### config.mk
export PLATFORM = sky130hd
export DESIGN_NAME = hazard_stall_controller
export DESIGN_NICKNAME = d
export VERILOG_FILES = /design/src/rtl/hazard_stall_controller.sv
export SDC_FILE = /design/constraint.sdc
export NUM_CORES = 1
export LEC_CHECK = 0
export BUFFER_PORTS_ARGS = -buffer_cell sky130_fd_sc_hd__buf_4
export CAP_MARGIN = 20
export CORE_UTILIZATION = 29
export DETAILED_ROUTE_END_ITERATION = 10
export SYNTH_ARGS = -nofsm -noshare
export SYNTH_HDL_FRONTEND = slang
export SYNTH_SLANG_ARGS = --single-unit
### constraint.sdc
create_clock -name clk -period 3.2 [get_ports clk]
set_clock_uncertainty 0.15 [all_clocks]
set_input_delay 0.64 -clock clk [delete_from_list [all_inputs] [get_ports clk]]
set_output_delay 0.64 -clock clk [all_outputs]
set_load 0.1 [all_outputs]
### src/rtl/hazard_stall_controller.sv
// hazard_stall_controller
// Front-end hazard control between IF/ID and ID/EX. It holds the PC and
// IF/ID on load-use hazards for LOAD_LATENCY cycles, flushes IF/ID for
// FLUSH_CYCLES cycles after a branch misprediction (flush beats stall), and
// keeps saturating stall/flush cycle counters.
module hazard_stall_controller #(
  parameter int REG_ADDR_W   = 5,
  parameter int LOAD_LATENCY = 1,
  parameter int FLUSH_CYCLES = 1,
  parameter int CNT_W        = 16
) (
  input  logic                  clk,
  input  logic                  rst_n,
  input  logic [REG_ADDR_W-1:0] if_id_rs1,
  input  logic [REG_ADDR_W-1:0] if_id_rs2,
  input  logic                  if_id_rs1_used,
  input  logic                  if_id_rs2_used,
  input  logic [REG_ADDR_W-1:0] id_ex_rd,
  input  logic                  id_ex_mem_read,
  input  logic                  wrong_prediction,
  input  logic                  perf_clear,
  output logic                  pc_write_en,
  output logic                  if_id_write_en,
  output logic                  ctrl_select,
  output logic                  if_id_flush,
  output logic                  busy,
  output logic [CNT_W-1:0]      stall_cycles,
  output logic [CNT_W-1:0]      flush_cycles
);

  // The remaining-cycle counter must hold the longer of the two sequences.
  localparam int MAX_SEQ = (LOAD_LATENCY > FLUSH_CYCLES) ? LOAD_LATENCY : FLUSH_CYCLES;
  localparam int REM_W   = (MAX_SEQ < 1) ? 1 : $clog2(MAX_SEQ + 1);

  // The first cycle of each sequence is spent in RUN, so the multi-cycle
  // states only need to cover the remaining LATENCY-1 cycles.
  localparam logic [REM_W-1:0] STALL_RELOAD = REM_W'(LOAD_LATENCY - 1);
  localparam logic [REM_W-1:0] FLUSH_RELOAD = REM_W'(FLUSH_CYCLES - 1);
  localparam logic [REM_W-1:0] REM_ONE      = REM_W'(1);
  localparam bit MULTI_STALL = (LOAD_LATENCY > 1);
  localparam bit MULTI_FLUSH = (FLUSH_CYCLES > 1);

  typedef enum logic [1:0] {
    ST_RUN   = 2'd0,
    ST_STALL = 2'd1,
    ST_FLUSH = 2'd2
  } state_t;

  state_t           state_reg, state_next;
  logic [REM_W-1:0] rem_reg, rem_next;

  logic rs1_hit;
  logic rs2_hit;
  logic haz;
  logic stall_evt;   // this cycle holds the front end
  logic flush_evt;   // this cycle squashes IF/ID

  // Load-use detection; x0 never creates a dependency, and a source field
  // only counts when the instruction actually reads it.
  assign rs1_hit = if_id_rs1_used && (if_id_rs1 == id_ex_rd);
  assign rs2_hit = if_id_rs2_used && (if_id_rs2 == id_ex_rd);
  assign haz     = id_ex_mem_read && (id_ex_rd != '0) && (rs1_hit || rs2_hit);

  // State and remaining-cycle register; reset abandons any sequence in flight.
  always_ff @(posedge clk or negedge rst_n) begin
    if (!rst_n) begin
      state_reg <= ST_RUN;
      rem_reg   <= '0;
    end else begin
      state_reg <= state_next;
      rem_reg   <= rem_next;
    end
  end

  // Next-state logic and per-cycle stall/flush classification.
  always_comb begin
    state_next = state_reg;
    rem_next   = rem_reg;
    stall_evt  = 1'b0;
    flush_evt  = 1'b0;

    case (state_reg)
      ST_RUN: begin
        if (wrong_prediction) begin
          flush_evt = 1'b1;
          if (MULTI_FLUSH) begin
            state_next = ST_FLUSH;
            rem_next   = FLUSH_RELOAD;
          end
        end else if (haz) begin
          stall_evt = 1'b1;
          if (MULTI_STALL) begin
            state_next = ST_STALL;
            rem_next   = STALL_RELOAD;
          end
        end
      end

      ST_STALL: begin
        if (wrong_prediction) begin
          // A misprediction abandons the stall and starts a fresh flush.
          flush_evt = 1'b1;
          if (MULTI_FLUSH) begin
            state_next = ST_FLUSH;
            rem_next   = FLUSH_RELOAD;
          end else begin
            state_next = ST_RUN;
            rem_next   = '0;
          end
        end else begin
          stall_evt = 1'b1;
          if (rem_reg <= REM_ONE) begin
            state_next = ST_RUN;
            rem_next   = '0;
          end else begin
            rem_next = rem_reg - REM_ONE;
          end
        end
      end

      ST_FLUSH: begin
        flush_evt = 1'b1;
        if (wrong_prediction) begin
          // Another misprediction restarts the bubble train.
          rem_next = FLUSH_RELOAD;
        end else if (rem_reg <= REM_ONE) begin
          state_next = ST_RUN;
          rem_next   = '0;
        end else begin
          rem_next = rem_reg - REM_ONE;
        end
      end

      default: begin
        state_next = ST_RUN;
        rem_next   = '0;
      end
    endcase
  end

  // Pipeline control outputs; held at normal values while reset is asserted.
  always_comb begin
    pc_write_en    = 1'b1;
    if_id_write_en = 1'b1;
    ctrl_select    = 1'b1;
    if_id_flush    = 1'b0;
    busy           = (state_reg != ST_RUN);
    if (!rst_n) begin
      busy = 1'b0;
    end else if (flush_evt) begin
      ctrl_select = 1'b0;
      if_id_flush = 1'b1;
    end else if (stall_evt) begin
      pc_write_en    = 1'b0;
      if_id_write_en = 1'b0;
      ctrl_select    = 1'b0;
    end
  end

  // Performance counters: index 0 counts stall cycles, index 1 flush cycles.
  logic [1:0]       cnt_inc;
  logic [CNT_W-1:0] cnt_val [2];

  assign cnt_inc = {flush_evt, stall_evt};

  genvar gi;
  generate
    for (gi = 0; gi < 2; gi++) begin : g_perf
      logic [CNT_W-1:0] cnt_reg;

      // Saturating counter; a clear request overrides a same-cycle increment.
      always_ff @(posedge clk or negedge rst_n) begin
        if (!rst_n) begin
          cnt_reg <= '0;
        end else if (perf_clear) begin
          cnt_reg <= '0;
        end else if (cnt_inc[gi] && (cnt_reg != {CNT_W{1'b1}})) begin
          cnt_reg <= cnt_reg + CNT_W'(1);
        end
      end

      assign cnt_val[gi] = cnt_reg;
    end
  endgenerate

  assign stall_cycles = cnt_val[0];
  assign flush_cycles = cnt_val[1];

endmodule

* Word level (Yosys, flattened, before mapping)
Index checks and enable logic that the tools add are counted.
** Storage, ports and cells
- Bits in registers :: 35
- Input port bits :: 22
- Output and inout port bits :: 37
- Word-level logic and storage cells :: 56
** Operators by class
- $add $sub $neg :: 3
- Magnitude comparators :: 1
- Equality and inequality tests :: 7
- Mux-type cells :: 25
- Bitwise logic cells :: 1
- Reduce and logical (&&, ||, !) cells :: 15
** Operators with widths (number)
- 16-bit two-way mux :: 4
- 16-bit by 1-bit adder with 16-bit output, second input constant :: 2
- 16-bit inequality test, second input constant :: 2
- 1-bit two-way mux :: 14
- 5-bit == test :: 2
- 1-bit logical AND :: 6
- 2-bit two-way mux :: 3
- 1-bit one-hot mux with 2 select lines :: 3
- 2-bit one-hot mux with 3 select lines :: 1
- 2-bit nonzero test :: 3
- 5-bit nonzero test :: 1
- 2-bit OR reduction :: 2
- 2-bit by 1-bit == test with 1-bit output, second input constant :: 1
- 2-bit == test, second input constant :: 1
- 2-bit zero test :: 1
- 2-bit inequality test, second input constant :: 1
- 2-bit AND reduction :: 1
- 1-bit <= comparator, second input constant :: 1
- 1-bit logical OR :: 1
- 1-bit inverter :: 1
- 1-bit subtractor, second input constant :: 1

* Logic depth before layout (Yosys ltp)
Gate-level depths: netlist of run 1.
- Depth in word-level cells :: 10
- Gate-level depth with buffers :: 7
- Mapped depth without buffers :: 7

* Worst setup path before layout of run 1
OpenSTA, ideal clock, no wires.
- Path kind :: in2out
- From :: input port id_ex_rd[0]
- To :: output port ctrl_select
- Data arrival time :: 3.592 ns
- Data required time :: 2.410 ns
- Setup slack :: -1.182 ns
- Cell stages on the path :: 4
- Path buffers :: 0
- Path through :: or4_1 -> o21ai_2 -> nor2_1 -> o21ai_0
** On the way
- Longest elaborated chain between the ends :: 10
- Elaborated cells on any way between the ends :: 14
- Classes of those cells :: eq/ne: 2; mux: 6; reduce/logical: 6
** RTL lines
- start, declared :: line 18 : input logic [REG_ADDR_W-1:0] id_ex_rd,
- 5-bit == test, on equally long branches :: line 60, 61
- 1-bit logical AND, on equally long branches :: line 60, 61
- 1-bit logical OR :: line 62 : assign haz = id_ex_mem_read && (id_ex_rd != '0) && (rs1_hit || rs2_hit);
- 1-bit logical AND * :: line 62
- 1-bit two-way mux * :: line 90 : end else if (haz) begin
- 1-bit two-way mux * :: line 84 : if (wrong_prediction) begin
- 1-bit one-hot mux with 2 select lines * :: line 82 : case (state_reg)
- 1-bit two-way mux * :: line 153 : end else if (stall_evt) begin
- 1-bit two-way mux * :: line 150 : end else if (flush_evt) begin
- 1-bit two-way mux * :: line 148 : if (!rst_n) begin
- end, declared :: line 24 : output logic ctrl_select,
Mark *: on every way between the ends. The rest lies on a longest branch, timed or not.

* Worst setup path after layout of run 1
- From :: input port id_ex_rd[0]
- To :: output port if_id_write_en
** On the way
- Longest elaborated chain between the ends :: 10
- Elaborated cells on any way between the ends :: 14
- Classes of those cells :: eq/ne: 2; mux: 6; reduce/logical: 6
** RTL lines
- 5-bit == test, on equally long branches :: line 60, 61
- 1-bit logical AND, on equally long branches :: line 60, 61
- 1-bit logical OR :: line 62
- 1-bit logical AND * :: line 62
- 1-bit two-way mux * :: line 90
- 1-bit two-way mux * :: line 84
- 1-bit one-hot mux with 2 select lines * :: line 82
- 1-bit two-way mux * :: line 153
- 1-bit two-way mux * :: line 150
- 1-bit two-way mux * :: line 148
- end, declared :: line 23 : output logic if_id_write_en,
Marked as above.

==> results of run 1 <==
[path summary, 6_finish.rpt]
path | start | end | cells after the start
worst min register to register | flush_cycles[14] | flush_cycles[14] | 2
worst min-delay path | rst_n | stall_cycles[5] | 2
min in group clk | flush_cycles[14] | flush_cycles[14] | 2
worst max register to register | stall_cycles[0] | stall_cycles[6] | 7
max in group asynchronous | rst_n | flush_cycles[14] | 2
worst max-delay path | id_ex_rd[0] | if_id_write_en | 6
[logic make-up (layout without fill, tap and decap cells)]
kind of cell	count (synthesis)	in the layout
AND/OR/NAND/NOR	91	91
adder cells (fa/ha/maj)	2	2
flip-flops	32	32
multiplexers	3	3
buffers and inverters	10	70
other	1	1
XOR/XNOR	30	30
AO/OA/AOI/OAI	26	26
[layout make-up]
cell class	instances	share of cell area (%)
clock inverter	1	1.20
clock buffer	7	3.85
timing repair buffer	59	17.7
tap	75	3.75
sequential	32	32.0
inverter	3	0.450
multi-input combinational	153	41.1
[cell usage after synthesis]
master / number
sky130_fd_sc_hd__nand2b_1: 1
sky130_fd_sc_hd__and4_1: 2
sky130_fd_sc_hd__nor4b_1: 1
sky130_fd_sc_hd__a311oi_1: 1
sky130_fd_sc_hd__nor2_1: 30
sky130_fd_sc_hd__and3_1: 8
sky130_fd_sc_hd__o211ai_2: 1
sky130_fd_sc_hd__nand3b_1: 1
sky130_fd_sc_hd__buf_4: 2
sky130_fd_sc_hd__a31oi_1: 2
sky130_fd_sc_hd__nand3_1: 10
sky130_fd_sc_hd__nand4_1: 9
sky130_fd_sc_hd__conb_1: 1
sky130_fd_sc_hd__nor3_1: 2
sky130_fd_sc_hd__nand3_2: 1
sky130_fd_sc_hd__dfrtp_1: 32
sky130_fd_sc_hd__xor2_1: 14
sky130_fd_sc_hd__o22a_2: 1
sky130_fd_sc_hd__nor4_2: 1
sky130_fd_sc_hd__o22ai_4: 1
sky130_fd_sc_hd__inv_1: 3
sky130_fd_sc_hd__o21ai_2: 1
sky130_fd_sc_hd__a311oi_4: 1
sky130_fd_sc_hd__xnor2_1: 16
sky130_fd_sc_hd__and2_1: 2
sky130_fd_sc_hd__nand4_2: 1
sky130_fd_sc_hd__nand2_4: 1
sky130_fd_sc_hd__ha_1: 2
sky130_fd_sc_hd__a21oi_1: 8
sky130_fd_sc_hd__or3_1: 7
sky130_fd_sc_hd__clkbuf_1: 5
sky130_fd_sc_hd__o31ai_1: 2
sky130_fd_sc_hd__o21ai_0: 8
sky130_fd_sc_hd__mux2i_1: 3
sky130_fd_sc_hd__nand4b_4: 1
sky130_fd_sc_hd__or4_1: 3
sky130_fd_sc_hd__nand2_1: 10
[sequential cells by signal, indices dropped and copies added (netlist names)]
signal,count
flush_cycles,16
stall_cycles,16
[routing by layer]
layer	vias up	share of wire, %	GRT usage [%]
met3	8	5.9	4.07
met2	44	49	25.3
met1	774	44	17.4
met4	0	1.3	5.26
li1	802	-	-
met5	-	0	0
[stage by stage]
stage	power, mW	utilization (%)	hold slack [ns]	worst slack (ns)
after floorplan	0.495	-	0.194	-0.197
after global placement	0.543	39.2	0.399	0.479
after detailed placement	0.543	39.2	0.408	0.469
after CTS	0.977	41.3	0.276	0.463
after global routing	1.01	41.3	0.306	0.407
final	0.965	41.3	0.265	0.478
[critical path, cell delays in order]
cell and delay [ns]:
sky130_fd_sc_hd__buf_4 0.12, sky130_fd_sc_hd__or4_1 0.53, sky130_fd_sc_hd__o21ai_2 0.17, sky130_fd_sc_hd__nor2_2 0.07
sky130_fd_sc_hd__nand3b_1 0.10, sky130_fd_sc_hd__buf_4 0.30
[power groups by stage]
stage / sequential (mW) / clock [mW] / combinational (mW)
2_1_floorplan: 0.438 / 0 / 0.0569
3_3_place_gp: 0.418 / 0 / 0.125
3_5_place_dp: 0.418 / 0 / 0.125
4_1_cts: 0.410 / 0.441 / 0.125
5_1_grt: 0.411 / 0.462 / 0.132
6_report: 0.410 / 0.432 / 0.123
[cell usage in the layout, fill, tap and decap left out, drive strengths merged, types with 9 or more instances in the layout]
master / n
nand4: 10
dfrtp: 32
nand3: 11
o21ai: 9
nand2: 11
xor2: 14
nor2: 30
buf: 59
xnor2: 16
==> qor.json, run 1 <==
{
  "critical_path": {
    "worst-endpoint-arrival_ns": 1.93,
    "cp_launch_type": "input pin",
    "endpoint_kind": "output port",
    "critical_path_peak_fanout": 3,
    "r2r_slack_ns": 0.87,
    "criticalPathCategory": "in2out",
    "crit_required_ns": 2.41
  },
  "power": {
    "cellPowerDensity_nw_per_um2": 386,
    "power.share.switching_pct": 25.0,
    "power.net_switching_uw": 241,
    "comb_power_share_pct": 12.7,
    "internal_power_uw": 724,
    "clock_power_share_pct": 44.7,
    "seq_power_share_pct": 42.5,
    "peakVddDrop_mv": 0.176,
    "power_leakage_nw": 1.13
  },
  "clocking": {
    "clock_sinks": 32,
    "cts_tree": "yes",
    "cts.path.max_buffers": 2,
    "cts_htree_levels": 2,
    "post_cts_hold_buffer_count": 0,
    "clock_tree.root_cell": "sky130_fd_sc_hd__clkbuf_8",
    "post-cts-setup-buffers": 0,
    "clk-insertion-delay-late_ns": 0.29,
    "cts.reportedPaths.clkPinSlew_ns": 0.07,
    "cts_buffers": 5,
    "postCtsResizedCells": 0
  },
  "timing": {
    "setup_viol": 0,
    "max_clock_freq_mhz": 367,
    "worst_slew_pin_slew_ns": 0.558,
    "grt_setup_unrepaired": "false",
    "final-hold-violation-count": 0,
    "timing.final.crit_period_ns": 2.72,
    "setup_tns_ns": 0,
    "slew-limit-headroom_pct": 62.4,
    "maxSlewViolCount": 0,
    "final.period_utilization_pct": 85.1
  },
  "yosys": {
    "synth_xor_area_share_pct": 14.1,
    "yosys.area_share.simple_pct": 27.1,
    "synth_cells": 195,
    "synth.yosys.warnings": 0,
    "postSynthRegisterBits": 32,
    "synth_cell_types": 37,
    "syn-mean-instance-area_um2": 9.57,
    "synth_top_area_share_pct": 42.9,
    "synth_top_area_cell": "sky130_fd_sc_hd__dfrtp_1",
    "synth_compound_area_share_pct": 10.4,
    "synth.cell_area_um2": 1870,
    "synth_top_cells_by_area": "sky130_fd_sc_hd__dfrtp_1 43%, sky130_fd_sc_hd__xnor2_1 7.5%, sky130_fd_sc_hd__xor2_1 6.6%",
    "synth_fa_ha_area_share_pct": 1.34,
    "main_combinational_cell_family_by_area_after_synthesis": "simple AND/OR/NAND/NOR gates",
    "synth_mux_area_share_pct": 1.61,
    "yosysSeqAreaShare_pct": 42.9,
    "synth_nets": 219
  },
  "placed_design": {
    "placed_cell_area_um2": 2380,
    "portBuffers": 57,
    "gp_routability_congestion": 0.765,
    "place_hpwl_mm": 3.31,
    "total_placed_cells_including_tap_cells": 322
  },
  "floorplanning": {
    "chip_height_um": 82.2,
    "die_w_um": 82.2,
    "dieArea_um2": 6760,
    "start_util_pct": 30.8,
    "floorplan.core_area_um2": 6060,
    "num_rows": 28,
    "num_io_pins": 59
  },
  "final_layout": {
    "seqCellArea_um2": 801,
    "layout_cell_area_excl_fill_um2": 2500,
    "nFillCells": 607,
    "area_growth_pct": 34.0,
    "nets": 278,
    "num_antenna_cells": 0,
    "drive_gt1_share_pct": 31.0,
    "post_layout_nonfiller_instances": 330,
    "multi_input_area_um2": 1030
  },
  "route": {
    "routed_wirelength_mm": 4.50,
    "post_drt_via_cell_ratio": 4.93,
    "final_antenna_net_count": 0,
    "via_count": 1628,
    "drtPass1Iterations": 4,
    "detail_route.drc_violations": 0,
    "detail_route.wl_per_cell_um": 13.6,
    "detailedRoute.firstIterationViolations": 57
  },
  "global_routing": {
    "antenna_found_initial": 0,
    "grt_pass1_vias": 1561,
    "grt.total_usage_pct": 14.7,
    "wire_length_of_the_first_global_routing_pass_mm": 7.45,
    "grt_start_max_net_pins": 33,
    "grt_overflow_total": 0
  },
  "run": {
    "maxCapViolations": 0
  },
  "run_status": {
    "outcome": "finished, final reports clean"
  },
  "hold_path": {
    "min_path_type": "in2async"
  }
}
(Power assumes the default switching activity.)
==> inputs of run 2 (changes only) <==
--- a/config.mk
+++ b/config.mk
@@ -7,8 +7,9 @@
 export LEC_CHECK = 0
 export BUFFER_PORTS_ARGS = -buffer_cell sky130_fd_sc_hd__buf_4
 export CAP_MARGIN = 20
-export CORE_UTILIZATION = 29
+export CORE_UTILIZATION = 55
 export DETAILED_ROUTE_END_ITERATION = 10
+export PLACE_DENSITY = 0.85
 export SYNTH_ARGS = -nofsm -noshare
 export SYNTH_HDL_FRONTEND = slang
 export SYNTH_SLANG_ARGS = --single-unit
==> qor.json, run 2 (synthesis results as in run 1) <==
{
  "global_routing": {
    "grt.total_usage_pct": 26.6,
    "wire_length_of_the_first_global_routing_pass_mm": 7.00,
    "grt_pass1_vias": 1500,
    "grt_start_max_net_pins": 33,
    "grt_overflow_total": 0,
    "antenna_found_initial": 0
  },
  "placed_design": {
    "placed_cell_area_um2": 2330,
    "gp_routability_congestion": 0.764,
    "place_hpwl_mm": 3.14,
    "portBuffers": 57,
    "pre_cts_slack_ns": 0.333
  },
  "power": {
    "clock_power_share_pct": 36.0,
    "comb_power_share_pct": 14.8,
    "seq_power_share_pct": 49.2,
    "internal_power_uw": 612,
    "power.share.switching_pct": 26.5,
    "power_leakage_nw": 1.11,
    "power.net_switching_uw": 221,
    "cellPowerDensity_nw_per_um2": 345,
    "peakVddDrop_mv": 0.283
  },
  "timing": {
    "timing.final.crit_period_ns": 2.85,
    "slew-limit-headroom_pct": 61.3,
    "final-hold-violation-count": 0,
    "worst_slew_pin_slew_ns": 0.574,
    "final.period_utilization_pct": 89.0,
    "setup_viol": 0,
    "maxSlewViolCount": 0,
    "fin_ws_ns": 0.350,
    "max_clock_freq_mhz": 351,
    "grt_setup_unrepaired": "false"
  },
  "final_layout": {
    "drive_gt1_share_pct": 30.2,
    "area_growth_pct": 29.4,
    "most_common_library_cell_in_the_layout_ignoring_fill_and_taps": "sky130_fd_sc_hd__buf_4",
    "final_cell_mix": "58 x sky130_fd_sc_hd__buf_4, 32 x sky130_fd_sc_hd__dfrtp_1, 29 x sky130_fd_sc_hd__nor2_1",
    "num_antenna_cells": 0,
    "nets": 278,
    "layout_cell_area_excl_fill_um2": 2420,
    "nFillCells": 241
  },
  "floorplanning": {
    "num_io_pins": 59,
    "start_util_pct": 59.7,
    "dieArea_um2": 3630,
    "num_rows": 20,
    "die_w_um": 60.3,
    "chip_height_um": 60.3,
    "floorplan.core_area_um2": 3130
  },
  "clocking": {
    "cts_tree": "yes",
    "clock_tree.root_cell": "sky130_fd_sc_hd__clkbuf_4",
    "cts_buffers": 5,
    "cts.reportedPaths.clkPinSlew_ns": 0.10,
    "cts.path.max_buffers": 2,
    "post-cts-setup-buffers": 0,
    "post_cts_hold_buffer_count": 1,
    "cts_htree_levels": 2,
    "clock_sinks": 32,
    "postCtsResizedCells": 0,
    "clk-insertion-delay-late_ns": 0.33
  },
  "critical_path": {
    "crit_required_ns": 2.41,
    "critical_path_buf_inv_count": 2,
    "crit_chain": "buf_4 -> or4_1 -> o21ai_2 -> nor2_2 -> o21ai_2 -> buf_4",
    "critical_path.max_stage_delay_ns": 0.53,
    "r2r_slack_ns": 0.87,
    "criticalPathCategory": "in2out",
    "worst-endpoint-arrival_ns": 2.06,
    "critical_path_peak_fanout": 4,
    "cp_launch_type": "input pin",
    "endpoint_kind": "output port",
    "critical-path-slowest-cell": "sky130_fd_sc_hd__or4_1",
    "crit_family": "simple AND/OR/NAND/NOR gates"
  },
  "route": {
    "detail_route.drc_violations": 0,
    "via_count": 1686,
    "final_antenna_net_count": 0,
    "routed_wirelength_mm": 4.32,
    "drtPass1Iterations": 4,
    "detailedRoute.firstIterationViolations": 67,
    "detail_route.wl_per_cell_um": 14.4,
    "post_drt_via_cell_ratio": 5.64
  },
  "run": {
    "maxCapViolations": 0
  },
  "hold_path": {
    "min_path_type": "reg2reg"
  },
  "run_status": {
    "outcome": "finished, final reports clean"
  }
}
-- run 2: cell type report --
class | count | area [µm²] | share of cell area, %
inverters | 3 | 11.3 | 0.466
flip-flops and latches | 32 | 801 | 33.1
multi-input cells | 153 | 1030 | 42.5
well taps | 44 | 55.1 | 2.28
repair buffers | 59 | 445 | 18.4
clock inverters | 2 | 35.0 | 1.45
clock buffers | 6 | 41.3 | 1.71
-- run 2: worst register-to-register path, stage by stage (launching register included) --
cell	delay [ns]
sky130_fd_sc_hd__dfrtp_1	0.43
sky130_fd_sc_hd__ha_1	0.24
sky130_fd_sc_hd__nand3_2	0.13
sky130_fd_sc_hd__nor4_2	0.09
sky130_fd_sc_hd__a311oi_4	0.49
sky130_fd_sc_hd__nand2_4	0.14
sky130_fd_sc_hd__or4_1	0.44
sky130_fd_sc_hd__a21oi_1	0.15
-- run 2: path summary, 6_finish.rpt --
kind | startpoint | to | cells after the start
setup reg to reg | stall_cycles[0] | stall_cycles[6] | 7
setup / recovery | id_ex_rd[0] | ctrl_select | 6
hold / removal | flush_cycles[9] | flush_cycles[9] | 2
min in group asynchronous | rst_n | flush_cycles[7] | 2
hold reg to reg | flush_cycles[9] | flush_cycles[9] | 2
max in group asynchronous | rst_n | stall_cycles[7] | 3
-- run 2: power by group through the flow --
stage,registers [mW],logic (mW),clock network [mW]
CTS,0.410,0.124,0.305
global route,0.411,0.131,0.326
detailed placement,0.418,0.122,0
finish,0.410,0.123,0.300
global placement,0.418,0.120,0
floorplan,0.438,0.0569,0
-- run 2: metrics by stage --
step / total power [mW] / instances / setup TNS (ns) / utilization [%] / hold WS, ns
after floorplan: 0.495 / 195 / -0.197 / - / 0.194
after global placement: 0.538 / 290 / 0 / 74.5 / 0.313
after detailed placement: 0.540 / 290 / 0 / 74.5 / 0.315
after CTS: 0.839 / 299 / 0 / 77.2 / 0.434
after global routing: 0.868 / 299 / 0 / 77.2 / 0.478
final: 0.833 / 299 / 0 / 77.2 / 0.429
-- run 2: routing by layer --
| layer | vias up | wire (µm) | GRT usage, % | part of all wire [%] |
|---|---|---|---|---|
| met4 | 0 | 57 | 9.30 | 1.3 |
| met5 | - | 0 | 0 | 0 |
| met2 | 58 | 2050 | 39.1 | 48 |
| li1 | 808 | - | - | - |
| met3 | 7 | 243 | 5.63 | 5.6 |
| met1 | 813 | 1970 | 38.5 | 46 |
